--- config.mk ---
export PLATFORM = sky130hd
export DESIGN_NAME = sine_phase_nco
export DESIGN_NICKNAME = d
export VERILOG_FILES = /design/src/rtl/sine_phase_nco.sv
export SDC_FILE = /design/constraint.sdc
export NUM_CORES = 1
export LEC_CHECK = 0
export ABC_AREA = 1
export ABC_CLOCK_PERIOD_IN_PS = 3500
export BUFFER_PORTS_ARGS = -buffer_cell sky130_fd_sc_hd__buf_2
export CAP_MARGIN = 5
export CORE_MARGIN = 10
export CORE_UTILIZATION = 30
export CTS_CLUSTER_SIZE = 14
export DETAILED_ROUTE_END_ITERATION = 8
export GPL_TIMING_DRIVEN = 0
export PLACE_DENSITY = 0.47
export SETUP_SLACK_MARGIN = 0.15
export SYNTH_ARGS = -nofsm -noshare
export SYNTH_HDL_FRONTEND = slang
export SYNTH_SLANG_ARGS = --single-unit
--- constraint.sdc ---
create_clock -name clk -period 3.5 [get_ports clk]
set_input_delay 0 -clock clk [delete_from_list [all_inputs] [get_ports clk]]
set_output_delay 0 -clock clk [all_outputs]
set_load 0.01 [all_outputs]
--- src/rtl/sine_phase_nco.sv ---
// sine_phase_nco: phase accumulator driving the sine ROM index, with click-free note release.
// Define SINE_NCO_GLIDE_EN for portamento (step slews toward the target frequency).
module sine_phase_nco #(
    parameter int unsigned TABLE_LEN = 48000,
    parameter int unsigned FRAC_W    = 8,
    parameter int unsigned MAX_STEP  = 24000
`ifdef SINE_NCO_GLIDE_EN
    ,
    parameter int unsigned GLIDE_RATE = 16
`endif
) (
    input  logic                clk,
    input  logic                reset_n,
    input  logic                advance,
    input  logic [14+FRAC_W:0]  freq,
    input  logic                note_on,
    input  logic                note_off,
    output logic [16:0]         x_val,
    output logic                out_valid,
    output logic                active
);
    localparam int unsigned PW = 17 + FRAC_W;
    localparam int unsigned SW = 15 + FRAC_W;
    localparam logic [PW-1:0] LIMIT = PW'(64'(TABLE_LEN) << FRAC_W);
    localparam logic [SW-1:0] CLAMP = SW'(64'(MAX_STEP) << FRAC_W);
    localparam logic [16:0]   HALF  = 17'(TABLE_LEN / 2);
    typedef enum logic [1:0] {IDLE, RUN, RELEASE} state_t;
    state_t state, state_nx;
    logic [PW-1:0] phase, nphase;
    logic [SW-1:0] step, eff, step_adv, step_on;
    logic [PW:0]   sum;
    logic [16:0]   xi, ni;
    logic          wrap, hit, pend, live, stop0;
    always_comb begin
        eff = freq > CLAMP ? CLAMP : freq;
`ifdef SINE_NCO_GLIDE_EN
        step_adv = step < eff ? ((eff - step) > SW'(GLIDE_RATE) ? step + SW'(GLIDE_RATE) : eff)
                              : ((step - eff) > SW'(GLIDE_RATE) ? step - SW'(GLIDE_RATE) : eff);
        step_on  = state == IDLE ? eff : step;
`else
        step_adv = eff;
        step_on  = eff;
`endif
        sum    = (PW+1)'(phase) + (PW+1)'(step_adv);
        wrap   = sum >= (PW+1)'(LIMIT);
        nphase = wrap ? PW'(sum - (PW+1)'(LIMIT)) : PW'(sum);
        xi     = phase[PW-1:FRAC_W];
        ni     = nphase[PW-1:FRAC_W];
        // Stop point for release: landed on or passed a zero crossing of the sine.
        hit    = wrap || ni == '0 || (xi < HALF && ni >= HALF);
        live   = state != IDLE;
        stop0  = live && note_off && step == '0;
    end
    always_ff @(posedge clk or negedge reset_n)
        if (!reset_n) state <= IDLE;
        else          state <= state_nx;
    always_comb begin
        state_nx = note_on                                  ? RUN     :
                   stop0                                    ? IDLE    :
                   state == RUN && note_off                 ? RELEASE :
                   state == RELEASE && advance && hit       ? IDLE    : state;
    end
    always_comb begin
        active = live;
    end
    always_ff @(posedge clk or negedge reset_n)
        if (!reset_n) begin
            phase     <= '0;
            step      <= '0;
            x_val     <= '0;
            pend      <= 1'b0;
            out_valid <= 1'b0;
        end else begin
            out_valid <= pend;
            if (note_on) begin
                phase <= '0;
                x_val <= '0;
                step  <= step_on;
                pend  <= 1'b1;
            end else if (stop0) begin
                phase <= '0;
                x_val <= '0;
                pend  <= 1'b0;
            end else if (live && advance) begin
                step  <= step_adv;
                phase <= state == RELEASE && hit ? '0 : nphase;
                x_val <= state == RELEASE && hit ? '0 : ni;
                pend  <= 1'b1;
            end else begin
                pend  <= 1'b0;
            end
        end
endmodule

After elaboration in Yosys (flattened, before gate mapping)
Cells that the tools add are included.
- register bits after elaboration: 69
- output and inout bits: 19
- input port bits: 28
- multiplexer cells: 20
- reductions and logical operators: 17
- equal/unequal tests: 3
- add/subtract/negate cells: 2
- order comparisons: 4
- operators by type and width (kind ; count):
    25-bit 2-to-1 mux ; 5
    23-bit 2-to-1 mux ; 4
    17-bit 2-to-1 mux ; 4
    25-bit by 23-bit adder with 26-bit output ; 1
    26-bit by 24-bit greater-or-equal comparator with 1-bit output, second input constant ; 1
    25-bit by 24-bit subtractor with 25-bit output, second input constant ; 1
    23-bit > comparator, second input constant ; 1
    23-bit zero test ; 1
    17-bit by 15-bit greater-or-equal comparator with 1-bit output, second input constant ; 1
    17-bit zero test ; 1
    17-bit by 15-bit less-than comparator with 1-bit output, second input constant ; 1
    1-bit logical AND ; 8
    2-bit 2-to-1 mux ; 4
    2-bit nonzero test ; 2
    4-bit nonzero test ; 1
    1-bit 2-to-1 mux ; 3
    3-bit nonzero test ; 1
    2-bit by 1-bit == test with 1-bit output, second input constant ; 1
    2-bit == test, second input constant ; 1
    1-bit logical OR ; 2
    2-bit inequality test, second input constant ; 1
    2-bit AND reduction ; 1

Logic depth before layout (Yosys ltp)
Gate-level depths: netlist (run 1).
- depth after elaboration: 13
- depth in mapped cells: 40
- depth with buffers taken out: 38

Worst setup path before layout (run 1)
OpenSTA, ideal clock, no wires.
- kind: input-to-reg
- start: in freq[22]
- end: reg x_val[10]
- data required time: 3.383 ns
- buffers on the path: 2
- setup slack: -0.692 ns
- library setup time: 0.117 ns
- stages: 37
- arrival time: 4.076 ns
- cells stage by stage: inv_1 -> nor4_1 -> inv_1 -> nor4_1 -> nand3_1 -> o211ai_1 -> nand2_1 -> clkinv_1 -> clkbuf_1 -> nor2_1 -> ha_1 -> fa_1 -> nand2_1 -> nand2_1 -> nand3_1 -> nand3_1 -> nand2_1 -> nand3_1 -> nand2_1 -> nand2_1 -> inv_1 -> nand3_1 -> a21oi_4 -> nand2_4 -> nand2_1 -> nand2_1 -> nor2_1 -> nand2_1 -> nor2_1 -> nand3_1 -> nand2_1 -> inv_1 -> nand2_2 -> nand3_4 -> buf_6 -> nand2_1 -> nand2_1
- longest elaborated chain between the ends: 13
- elaborated cells between the ends (all ways): 16
- classes of those cells: 2 x add/sub; 3 x order compare; 6 x mux; 5 x reduce/logical
- ends and longest elaborated chain (element ; RTL line ; RTL):
    start: declaration ; 15 ; input logic [14+FRAC_W:0] freq,
    23-bit > comparator * ; 35 ; eff = freq > CLAMP ? CLAMP : freq;
    23-bit 2-to-1 mux * ; 35 ;
    named net eff[0] ; 30 ; logic [SW-1:0] step, eff, step_adv, step_on;
    25-bit by 23-bit adder with 26-bit output * ; 44 ; sum = (PW+1)'(phase) + (PW+1)'(step_adv);
    25-bit by 24-bit subtractor with 25-bit output / 26-bit by 24-bit greater-or-equal comparator with 1-bit output (equally long branches) ; 46, 45 ;
    25-bit 2-to-1 mux ; 46 ; nphase = wrap ? PW'(sum - (PW+1)'(LIMIT)) : PW'(sum);
    17-bit by 15-bit greater-or-equal comparator with 1-bit output / 17-bit zero test (equally long branches) ; 50 ; hit = wrap || ni == '0 || (xi < HALF && ni >= HALF);
    1-bit logical AND / 1-bit logical OR (equally long branches) ; 50 ;
    1-bit logical OR ; 50 ;
    1-bit logical AND ; 87 ; x_val <= state == RELEASE && hit ? '0 : ni;
    17-bit 2-to-1 mux * ; 87 ;
    17-bit 2-to-1 mux * ; 84 ; end else if (live && advance) begin
    17-bit 2-to-1 mux * ; 80 ; end else if (stop0) begin
    17-bit 2-to-1 mux * ; 75 ; if (note_on) begin
    end signal: assignment ; 87 ;
    end: declaration ; 18 ; output logic [16:0] x_val,
The timed path passes the listed nets; every way through them passes the cells marked *. The select of a mux whose other input is x is not followed.
A chain may end at the register's enable or synchronous reset.

Final worst setup path (run 1)
- start: in freq[22]
- end: reg x_val[8]
The elaborated chain is that of the path after synthesis.

==> reports/qor.csv, run 1 <==
metric,value,unit
grt_pass1_wl,26600,um
hold_class,input pin to register,
post-place-ws,-1530,ps
final_nets,961,
rows,46,
drtPass1Iterations,5,
r2r_end,x_val[8],
tightestPinTransition,712,ps
antenna_found_initial,0,
totalNegativeSetupSlack,-17600,ps
timing.fmax,238,MHz
critPathKind,input pin to register,
io_buffer_count,46,
synth-simple-area-share,43.4,%
required,3700,ps
synth_xor_area_share,2.82,%
gr-usage-met2,24.1,%
cts_buffer_depth,2,
crit_arrival,4410,ps
maxCapViolations,0,
syn_nets,875,
hold_end,step[22],
drt_wl_total,16400,um
cts-root-buf,clkbuf_16,
drc,0,
min_from,freq[22],
ioPinCount,47,
grt_use_total,15.0,%
yosysSeqAreaShare,26.4,%
cpPeakStageDelay,370,ps
yosysTopAreaCell,dfrtp_1,
cp_common_cell,nand2_2,
crit_fanout,7,
top_usage_layer,met2,
hold_viol,0,
synthFlopType,dfrtp_1,
timing.slew.headroom,52.4,%
r2r_cells,25,
core_area,0.0160,mm2
gr-total-overflow,0,
grtUsageMet1,20.8,%
cpMaxStageDelayCell,fa_2,
dieArea,0.0219,mm2
reg2reg_slack,-160,ps
ys_top_cells_by_area,"dfrtp_1 26%, nand2_1 25%, inv_1 11%",
min_period_over_period,120,%
clkLatencyLatePin,300,ps
yosysMostFrequentCell,nand2_1,
syn_area_per_cell,5.99,um2
clk_pin_slew,70,ps
power.density,568,mW/mm2
synth_common_cells,"322 x nand2_1, 139 x inv_1, 85 x nor2_1, 52 x dfrtp_1, 38 x nand3_1",
cts_buffers,5,
die_h,148,um
setup_viol,26,
synth_compound_area_share,5.95,%
ys_ff_latch,52,
synth_top_area_share,26.4,%
area_delta_synth_final,35.0,%
ys_warn_count,0,
ys_async_sr_fraction,100,%
instances_no_fill,1125,
h-tree-depth,2,
skew,8.91,ps
n_fill_cell,1735,
final_util,41.5,%
total_power,3.77,mW
fin_crit,4210,ps
synth.cell_area,0.00492,mm2
post-place-cells,1084,
synth.area.mux_share,0.229,%
antennaDiodeCount,0,
dpl.hpwl,12900,um
critPathCaptureType,register,
wl_per_cell,14.6,um
outcome,"finished, violations left",
holdPathStages,4,
cts_tree,built,
ys_types,39,
synthAdderAreaFrac,6.51,%
failed_checks,setup timing,
r2r_start,x_val[13],
clock_sinks,52,
grt_setup_unrepaired,true,
vias,5124,
synth_cells,822,
vdd_drop_max,0.268,mV
drive_gt1_share,29.7,%
p_leak,3.55,nW
drtIter0Drc,260,
cp-start-kind,input pin,
worst_slack,-709,ps
ant_nets,0,
synth_top_family_by_area,simple AND/OR/NAND/NOR gates,
die_w,148,um
initial_core_util,30.8,%
grtUsageMet3,2.58,%
synth-edff-count,0,
via_per_inst,4.55,
grt_max_degree,53,
slew_viol_final,0,
grt_pass1_vias,4961,
routabilityCongestion,0.859,
[per-stage QoR]
step                instance area (um2)  hold WS (ps)
global route                       6640          41.2
floorplan                          5030          -296
global placement                   5530           267
CTS                                6330          12.1
detailed placement                 5530           264
finish                             6640          47.9
[logic make-up after synthesis]
family	after synthesis
xor gates and xnor gates	15
buffers and inverters	171
AOI/OAI and AO/OA	53
adders and majority gates	25
and+or+nand+nor	505
muxes	1
DFF	52
[how the worst max path moves through the flow]
stage	depth (start not counted)	end	slack, ps	start
final	38	x_val[8]	-710	freq[22]
after global routing	36	x_val[15]	-950	freq[22]
after CTS	37	x_val[10]	-600	freq[22]
after detailed placement	34	x_val[9]	-1530	freq[22]
after global placement	34	x_val[9]	-1540	freq[22]
after floorplan	37	x_val[10]	-160	freq[22]
[registers in the layout, summed over array words and instances, names as in the netlist]
register / count
pend: 1
phase: 8
state: 2
x_val: 17
out_valid: 1
step: 23
[layer usage]
layer / up-vias / part of all wire [%]
met2: 59 / 45
met4: 0 / 1.3
met1: 2370 / 50
li1: 2681 / -
met3: 14 / 3.7
met5: - / 0
[worst max-delay path: cells and delay by family]
kind / cells / cell delay (ps)
simple gates: 25 / 2540
buf+inv: 9 / 920
compound gates: 2 / 410
fa+ha+maj: 2 / 530
[power breakdown]
part,internal (mW),switching [mW]
Combinational,0.968,1.52
Clock,0.268,0.242
Sequential,0.688,0.0898
[repair_timing]
action | in CTS | in global routing
endpoints found under the hold margin | 1 | 14
endpoints found under the setup margin | 26 | 26
pin swaps | 17 | 8
hold buffers | 1 | 1
buffers inserted | 20 | 5
gates cloned | 4 | 1
resized for setup | 111 | 61
[cell type report]
type,instances,area (um2),share of cell area (%)
clock buffer,6,129,1.94
buffer,30,218,3.28
inverter,141,549,8.27
timing repair buffer,77,546,8.21
tap,216,270,4.07
sequential,52,1300,19.6
timing repair inverter,1,8.76,0.132
multi-input combinational,600,3610,54.3
clock inverter,2,13.8,0.207
[layout by cell type (no fill, tap or decap), types with 3 or more instances in the layout]
| cell | instances |
|---|---|
| xnor2_1 | 8 |
| or2_4 | 3 |
| o21ai_0 | 23 |
| buf_6 | 3 |
| nand2_2 | 57 |
| nor4_1 | 4 |
| nand2_1 | 261 |
| clkbuf_16 | 6 |
| nor2_1 | 52 |
| xor2_1 | 6 |
| nand3_4 | 4 |
| ha_4 | 15 |
| nand4_1 | 21 |
| a21oi_2 | 4 |
| clkbuf_1 | 10 |
| nand2_4 | 13 |
| nand3_2 | 12 |
| dfrtp_1 | 52 |
| nor2_4 | 15 |
| inv_1 | 134 |
| ha_1 | 7 |
| a21oi_1 | 15 |
| buf_4 | 41 |
| buf_12 | 3 |
| nand3_1 | 29 |
| a31oi_1 | 3 |
| buf_2 | 45 |
| nor2_2 | 24 |
| inv_2 | 4 |
(Power assumes the default switching activity.)
==> run 2: changes to the inputs <==
--- a/config.mk
+++ b/config.mk
@@ -11,3 +11,2 @@
 export CAP_MARGIN = 5
-export CORE_MARGIN = 10
 export CORE_UTILIZATION = 30
==> constraint.sdc (replaced) <==
create_clock -name clk -period 3.5 [get_ports clk]
set_input_delay 0.7 -clock clk [delete_from_list [all_inputs] [get_ports clk]]
set_output_delay 0.7 -clock clk [all_outputs]
set_load 0.01 [all_outputs]
==> run 2 against run 1 <==
  * The flow still finishes with violations (setup timing)
  * Maximum frequency fell by 14%
  * Cell count shrank 0.18%
  * Flip-flop and latch count is the same
  * Die area is 23% lower
  * Sequential power hardly changed
  * Clock-buffer cell count down 1
  * Non-clock buffer count is 1 lower
  * Core utilization decreased by 0.74 points
  * Routed wire length down 5.9%
  * Combinational power is 2% lower
  * Cell area shrank 2.1%
  * Largest power group unchanged
==> reports/qor.csv, run 2 (synthesis gave the netlist of run 1 again) <==
metric,value,unit,change
grt_pass1_wl,25300,um,-4.6%
core_area,0.0159,mm2,-0.36%
cpPeakStageDelay,290,ps,-80 ps
clkLatencyLatePin,300,ps,about the same
timing.fmax,204,MHz,-14%
outcome,"finished, violations left",,
seqCellArea,0.00130,mm2,unchanged
largest_reg_flops,23,,unchanged
setup_viol,26,,unchanged
dpl_cell_area,0.00553,mm2,unchanged
fin_hold_ws,353,ps,+305 ps
cp_common_cell,nand2_1,,
n_fill_cell,1757,,+1.3%
gr-total-overflow,0,,unchanged
maxCapViolations,0,,unchanged
drive_gt1_share,27.1,%,-2.6 points
vdd_drop_max,0.303,mV,+13%
routabilityCongestion,0.849,,-1.1%
drt_wl_total,15400,um,-5.9%
slew_viol_final,0,,unchanged
drtPass1Iterations,4,,-1
clock_sinks,52,,unchanged
grt_use_total,19.7,%,+4.7 points
grt_setup_unrepaired,true,,
timing.slew.headroom,52.5,%,+0.13 points
instances_no_fill,1123,,-0.18%
ant_nets,0,,unchanged
fin_crit,4910,ps,+704 ps
skew,7.78,ps,-1.13 ps
drc,0,,unchanged
vias,4989,,-2.6%
post-place-ws,-2120,ps,-591 ps
via_per_inst,4.44,,-2.5%
failed_checks,setup timing,,
cp-start-kind,input pin,,
hold_viol,0,,unchanged
cts_tree,built,,
layout_common_cells,"281 x nand2_1, 132 x inv_1, 54 x nor2_1",,
antennaDiodeCount,0,,unchanged
gr-usage-met2,33.9,%,+9.8 points
power.density,592,mW/mm2,+4.2%
multiInputGateArea,0.00347,mm2,-3.7%
dpl.hpwl,12200,um,-5.6%
grt_pass1_vias,4838,,-2.5%
cts_buffers,5,,unchanged
critPathKind,input pin to register,,
total_power,3.85,mW,+2.0%
wl_per_cell,13.7,um,-5.8%
critPathCaptureType,register,,
reg_top3,"step (23), x_val (17), phase (8)",,
final_nets,960,,-0.10%
top_usage_layer,met2,,
die_h,130,um,-12%
p_leak,3.53,nW,-0.57%
ioPinCount,47,,unchanged
rows,46,,unchanged
tightestPinTransition,710,ps,-1.90 ps
grtUsageMet3,1.97,%,-0.61 points
post-place-cells,1084,,unchanged
cts_buffer_depth,2,,unchanged
initial_core_util,30.9,%,+0.11 points
cpMaxStageDelayCell,nor4_4,,
cts-root-buf,clkbuf_16,,
drtIter0Drc,239,,-8.1%
worst_slack,-1410,ps,-704 ps
h-tree-depth,2,,unchanged
dieArea,0.0169,mm2,-23%
crit_arrival,5090,ps,+680 ps
antenna_found_initial,0,,unchanged
grt_max_degree,53,,unchanged
clk_pin_slew,70,ps,about the same
fin_area,0.00650,mm2,-2.1%
min_period_over_period,140,%,+20 points
required,3680,ps,-20 ps
regMostFlops,step,,
crit_fanout,7,,unchanged
hold_class,register to register,,
final_common_cell,nand2_1,,
io_buffer_count,46,,unchanged
grtUsageMet1,27.1,%,+6.4 points
area_delta_synth_final,32.1,%,
die_w,130,um,-12%
[run 2: changes by cell type in the layout (fill, tap and decap cells not counted), sizes merged]
cell / previous run / this run
bufinv: 0 / 2
dlygate4sd3: 2 / 0
clkinv: 3 / 2
inv: 141 / 140
[run 2: path summary, 6_finish.rpt]
path / start / endpoint / slack, ps / cells past startpoint
setup / recovery: freq[22] / x_val[0] / -1410 / 35
hold / removal: pend / out_valid / 350 / 0
setup reg to reg: x_val[13] / x_val[0] / -40 / 25
hold reg to reg: pend / out_valid / 350 / 0
max in group asynchronous: reset_n / x_val[11] / 2600 / 1
min in group asynchronous: reset_n / step[5] / 430 / 1
[run 2: where the power goes]
part	switching [mW]	internal, mW
logic	1.46	0.976
registers	0.0907	0.688
clock network	0.233	0.406
[run 2: through the flow]
step	TNS (ps)	util, %
global placement	-54290	34.7
global route	-43730	40.8
finish	-35570	40.8
CTS	-33580	39.7
floorplan	-21610	-
detailed placement	-53390	34.7
[run 2: critical path: cells and delay by family]
family | cells | cell delay, ps
compound gates | 2 | 300
simple gates | 24 | 2980
buf+inv | 8 | 850
fa+ha+maj | 1 | 220
[run 2: area by class of cell]
| type | count | area share (%) |
|---|---|---|
| clock inverters | 2 | 0.924 |
| well taps | 216 | 4.16 |
| repair buffers | 76 | 7.66 |
| inverters | 141 | 8.45 |
| repair inverters | 1 | 0.135 |
| plain buffers | 30 | 3.29 |
| clock buffers | 5 | 1.92 |
| flip-flops and latches | 52 | 20.0 |
| multi-input cells | 600 | 53.4 |
[run 2: what timing repair did]
item / CTS / global route
setup buffers: 24 / 4
resized for setup: 89 / 46
cloned: 4 / 0
pin swaps: 20 / 10
setup endpoints to repair: 26 / 26
hold buffers: 0 / 0
[run 2: routing by layer]
metal,up-vias,share of wire [%]
li1,2675,-
met1,2230,50
met2,75,47
met3,9,2.3
met4,0,0.70
met5,-,0
